===== src/rtl/icache_pkg.sv =====
// Shared defaults, derived widths and small helpers for the N-way instruction cache set.
package icache_pkg;

    localparam int B_DEF            = 64;
    localparam int E_DEF            = 4;
    localparam int NUM_TAG_BITS_DEF = 26;

    // Index width never drops to zero so a direct-mapped set still has a 1-bit way index.
    function automatic int idx_w(input int n);
        return (n > 1) ? $clog2(n) : 1;
    endfunction

    localparam int OFFSET_W = $clog2(B_DEF);
    localparam int WAY_W    = idx_w(E_DEF);
    localparam int AGE_W    = WAY_W;

    function automatic logic [31:0] sat_inc(input logic [31:0] v);
        return (v == 32'hffff_ffff) ? v : v + 32'd1;
    endfunction

endpackage


===== src/rtl/icache_lru.sv =====
// Per-way age tracking (0 = MRU, E-1 = LRU) and victim selection for one cache set.
module icache_lru
    import icache_pkg::*;
#(
    parameter int E = E_DEF,
    localparam int WW = idx_w(E)
) (
    input  logic                 clk,
    input  logic                 reset,
    input  logic                 access,
    input  logic [WW-1:0]        access_way,
    input  logic                 flush,
    input  logic [E-1:0]         valid,
    output logic [WW-1:0]        victim_way,
    output logic [E-1:0][WW-1:0] ages
);

    always_ff @(posedge clk) begin
        if (reset || flush) begin
            for (int i = 0; i < E; i++) ages[i] <= WW'(i);
        end else if (access) begin
            for (int i = 0; i < E; i++) begin
                if (WW'(i) == access_way)
                    ages[i] <= '0;
                else if (ages[i] < ages[access_way])
                    ages[i] <= ages[i] + 1'b1;
            end
        end
    end

    // Lowest-index invalid way wins; otherwise the LRU way.
    always_comb begin
        victim_way = '0;
        for (int i = E - 1; i >= 0; i--)
            if (ages[i] == WW'(E - 1)) victim_way = WW'(i);
        for (int i = E - 1; i >= 0; i--)
            if (!valid[i]) victim_way = WW'(i);
    end

endmodule


===== src/rtl/icache_set_nway.sv =====
// One set of an E-way instruction cache: flop storage, same-cycle lookup, LRU fill.
// Optional hit/miss counters are built when ICACHE_PERF_CNT_EN is defined.
module icache_set_nway
    import icache_pkg::*;
#(
    parameter int B            = B_DEF,
    parameter int E            = E_DEF,
    parameter int NUM_TAG_BITS = NUM_TAG_BITS_DEF,
    localparam int OW  = $clog2(B),
    localparam int WW  = idx_w(E),
    localparam int WIW = idx_w(B / 4)
) (
    input  logic                    clk,
    input  logic                    reset,
    input  logic                    active_set,
    input  logic                    flush,
    input  logic                    rep_ready,
    input  logic [OW-1:0]           block,
    input  logic [NUM_TAG_BITS-1:0] tag,
    input  logic [B*8-1:0]          rep_block,
`ifdef ICACHE_PERF_CNT_EN
    output logic [31:0]             hit_count,
    output logic [31:0]             miss_count,
`endif
    output logic [31:0]             data,
    output logic                    cache_miss,
    output logic [WW-1:0]           hit_way
);

    logic [E-1:0]            valid;
    logic [NUM_TAG_BITS-1:0] tags   [E];
    logic [B*8-1:0]          blocks [E];
    logic [E-1:0]            match;
    logic [WW-1:0]           way_sel;
    logic [WW-1:0]           victim;
    logic [E-1:0][WW-1:0]    ages;
    logic [WIW-1:0]          word;
    logic                    hit;
    logic                    fill;
    logic                    access;
    logic                    unused_ok;

    always_comb begin
        match   = '0;
        way_sel = '0;
        for (int i = E - 1; i >= 0; i--) begin
            if (valid[i] && tags[i] == tag) begin
                match[i] = 1'b1;
                way_sel  = WW'(i);
            end
        end
    end

    generate
        if (B > 4) begin : g_word
            assign word = block[OW-1:2];
        end else begin : g_word1
            assign word = '0;
        end
    endgenerate

    assign unused_ok  = ^block[1:0];
    assign hit        = active_set & (|match);
    assign cache_miss = ~hit;
    assign hit_way    = hit ? way_sel : '0;
    assign data       = hit ? blocks[way_sel][{word, 5'b0} +: 32] : 32'd0;
    assign fill       = active_set & ~hit & rep_ready & ~flush;
    assign access     = (active_set & hit) | fill;

    icache_lru #(.E(E)) u_lru (
        .clk        (clk),
        .reset      (reset),
        .access     (access),
        .access_way (hit ? way_sel : victim),
        .flush      (flush),
        .valid      (valid),
        .victim_way (victim),
        .ages       (ages)
    );

    always_ff @(posedge clk) begin
        if (reset || flush)
            valid <= '0;
        else if (fill)
            valid[victim] <= 1'b1;
    end

    // Payload is qualified by valid, so it needs no reset.
    always_ff @(posedge clk) begin
        if (fill) begin
            tags[victim]   <= tag;
            blocks[victim] <= rep_block;
        end
    end

`ifdef ICACHE_PERF_CNT_EN
    always_ff @(posedge clk) begin
        if (reset) begin
            hit_count  <= '0;
            miss_count <= '0;
        end else begin
            if (active_set && hit) hit_count  <= sat_inc(hit_count);
            if (fill)              miss_count <= sat_inc(miss_count);
        end
    end
`endif

endmodule


===== config.mk =====
export PLATFORM = sky130hd
export DESIGN_NAME = icache_set_nway
export DESIGN_NICKNAME = d
export VERILOG_FILES = /design/src/rtl/icache_pkg.sv /design/src/rtl/icache_lru.sv /design/src/rtl/icache_set_nway.sv
export SDC_FILE = /design/constraint.sdc
export NUM_CORES = 2
export LEC_CHECK = 0
export CAP_MARGIN = 10
export CORE_MARGIN = 5
export CORE_UTILIZATION = 30
export CTS_CLUSTER_DIAMETER = 40
export CTS_CLUSTER_SIZE = 20
export DETAILED_ROUTE_END_ITERATION = 8
export GPL_ROUTABILITY_DRIVEN = 0
export REMOVE_ABC_BUFFERS = 1
export SKIP_LAST_GASP = 1
export SLEW_MARGIN = 40
export SYNTH_ARGS = -nofsm -noshare
export SYNTH_HDL_FRONTEND = slang
export SYNTH_SLANG_ARGS = --single-unit

===== constraint.sdc =====
create_clock -name clk -period 52.7 [get_ports clk]
set_input_delay 5.27 -clock clk [delete_from_list [all_inputs] [get_ports clk]]
set_output_delay 5.27 -clock clk [all_outputs]
set_load 0.005 [all_outputs]

==> summary.md <==
| Metric | Value |
|---|---|
| Status | finished, final reports clean |
| Reg2reg setup slack | 46.75 ns |
| Die width | 544 um |
| CTS clock-pin slew for the worst setup and hold paths | 0.05 ns |
| Chip height | 544 um |
| Stages on the worst setup path | 18 |
| FF+latch count, synth | 2,164 |
| Most frequent cell after synthesis | edfxtp_1 |
| Final period utilization | 0.347 |
| Startpoint types | input port |
| Worst IR Drop VDD | 0.0000273 V |
| Port-buffer cells | 581 |
| CP endpoint kind | output port |
| # IOs | 584 |
| Relative slew slack | 0.405 |
| Post-route insts no fill | 9,767 |
| Async SR Flop Fraction | 0 |
| Mapped Avg Cell Area | 17.4 um^2 |
| Clock latency at the later pin of the worst-skew pair | 0.90 ns |
| Pins Over Slew Limit | 0 |
| Synth unique cells | 67 |
| Arrival @ worst endpoint | 13.03 ns |
| LEAKAGE | 32.7 nW |
| CP max-delay cell | buf_4 |
| Worst Setup SP | tag[8] |
| Syn Inst Count | 4,930 |
| Yosys Warn Count | 0 |
| Area contributors post-synth | edfxtp_1, mux2i_1, nand2_1, mux4_2, nand3_1 |
| Setup crit end | data[29] |
| Worst r2r dst | blocks[1][486] |
| Post-synth EDFFs | 2,152 |
| Clock root buffer | clkbuf_16 |
| Vias | 47,980 |
| DR iter-0 viols | 3,618 |
| Fillers | 25,965 |
| PnR Total Power | 4.17 mW |
| Synth cell count leaders | edfxtp_1, mux2i_1, nand2_1 |
| # DRC | 0 |
| Final worst clock skew | 0.0850 ns |
| # rows | 196 |
| Crit path max-delay family | buffers and inverters |
| CP max FO | 61 |
| Cell Area, Synth | 85,600 um^2 |
| Post-layout util | 0.377 |
| CTS tree | yes |
| CTS buffer count | 314 |
| Worst min-delay path class | reg -> reg |
| Post-synth top area share | 0.755 |
| Global route overflow | 0 |
| CTS hold repair buffers | 0 |
| Max Clk Rate | 0.0547 GHz |
| CTS sink count | 2,164 |
| Final HPWL DP | 154 mm |
| TritonRoute pass-1 iters | 5 |
| Crit-path cells | clkdlybuf4s50_1, xnor2_1, nand4_1, nor4_1, nand2_1, a211oi_4, buf_4, buf_6, buf_4, buf_12, buf_6, buf_4, mux2i_1, o32ai_1, nor4_1, o211ai_1, a221o_1, clkdlybuf4s50_1 |
| PwrDens | 38.8 nW/um^2 |
| Post-cts sizing count | 0 |
| Fin. Hold Viols | 0 |
| Max incr delay on CP | 0.68 ns |
| Final Routed Wirelength | 247 mm |
| Setup violators final | 0 |
| Number of global-route vias before repair | 48,068 |
| Max clock buf depth | 4 |
| H-Tree Level Count | 5 |
| RSZ-0062 raised after global routing | false |
| Die area | 296,000 um^2 |
| Nets | 6,222 |
| Worst Reg-to-Reg Cells | 13 |
| CP most frequent cell | buf_4 |
| Min Tclk post-route | 18.30 ns |
| Area of the multi-input gates | 19,500 um^2 |
| Routed vias/inst | 4.91 |
| Placed Cells | 9,113 |
| Starting Density | 0.301 |
| Max_cap viols | 0 |
| Remaining antenna violation count after routing | 0 |
| Worst r2r src | tags[1][16] |
| Setup Fix Bufs, Post-CTS | 0 |
| Sequential element share of the synthesized area | 0.757 |
| Core Region | 285,000 um^2 |
| Total GRT Usage | 0.160 |
| TNS Setup | 0 ns |
| Synth area leader | edfxtp_1 |
| Kind of critical path | in -> out |
| Slew at the pin closest to its max-slew limit | 0.889 ns |
| Wire length per cell | 25.3 um |
| First-pass GRT wire length | 345 mm |
| Share of post-route cells with drive strength above 1 | 0.127 |
| Required @ worst endpoint | 47.43 ns |
| Sequential Area | 64,900 um^2 |
| Area Growth Syn to Fin | 25.5% |
| Synth Flop Type | edfxtp_1 |
| Worst path buffer plus inverter count | 8 |
| Largest net degree at the start of global routing | 141 |
| Initial antenna violation count | 172 |
[worst min-delay path by stage]
| stage | startpoint | endpoint | depth (start not counted) |
|---|---|---|---|
| 4_1_cts | u_lru.ages[1] | u_lru.ages[1] | 2 |
| 3_5_place_dp | u_lru.ages[1] | u_lru.ages[1] | 2 |
| 2_1_floorplan | u_lru.ages[1] | u_lru.ages[1] | 2 |
| 3_3_place_gp | u_lru.ages[1] | u_lru.ages[1] | 2 |
| 5_1_grt | u_lru.ages[1] | u_lru.ages[1] | 2 |
| 6_report | u_lru.ages[1] | u_lru.ages[1] | 2 |
[where the power goes]
| part | internal [mW] | switching (mW) | total [mW] |
|---|---|---|---|
| Sequential | 1.91 | 0.00318 | 1.91 |
| Clock | 1.31 | 0.822 | 2.13 |
| Combinational | 0.0563 | 0.0704 | 0.127 |
[stage by stage]
step	hold slack (ns)	worst slack [ns]	instance area (um^2)
6_report	0.563	34.40	107000
2_1_floorplan	0.490	-12.38	84200
4_1_cts	0.551	34.10	107000
5_1_grt	0.557	33.96	107000
3_3_place_gp	0.536	33.66	95800
3_5_place_dp	0.544	34.11	96200
[registers in the layout (all words and copies together), names as in the netlist]
register	cells
blocks	2048
tags	104
u_lru.ages	8
valid	4
[worst min-delay path, cell delays in order (launching register included)]
cell	delay, ns
dfxtp_1	0.35
nand2_1	0.08
o22ai_1	0.08
[area by class of cell]
class / instances / area share
antenna: 75 / 0.00175
timing repair buffer: 700 / 0.0665
tap: 3762 / 0.0438
sequential: 2164 / 0.604
clock buffer: 338 / 0.0746
clock inverter: 239 / 0.0274
multi-input combinational: 2476 / 0.182
inverter: 13 / 0.000477
[kinds of logic after synthesis]
logic type      share of synthesized area
flops                               0.757
compound gates                     0.0396
simple gates                       0.0504
fa+ha+maj                        0.000818
buf+inv                            0.0173
xor+xnor                           0.0107
mux                                 0.124
[routing by layer]
metal | GRT usage | up-vias | part of all wire
met5 | 0 | - | 0.0021
met4 | 0.0688 | 88 | 0.038
met3 | 0.0450 | 555 | 0.081
met2 | 0.262 | 1708 | 0.48
met1 | 0.198 | 24289 | 0.40
li1 | - | 21340 | -
[cells in the final DEF (no fill, tap or decap), drive strengths merged, types with 67 or more instances in the layout]
cell type      count
buf              122
clkbuf           338
clkdlybuf4s50    578
clkinv           117
diode             75
edfxtp          2152
inv               72
mux2i            904
mux4              67
nand2            427
nand3            246
o22ai            130
xnor2             73
(Power assumes the default switching activity.)
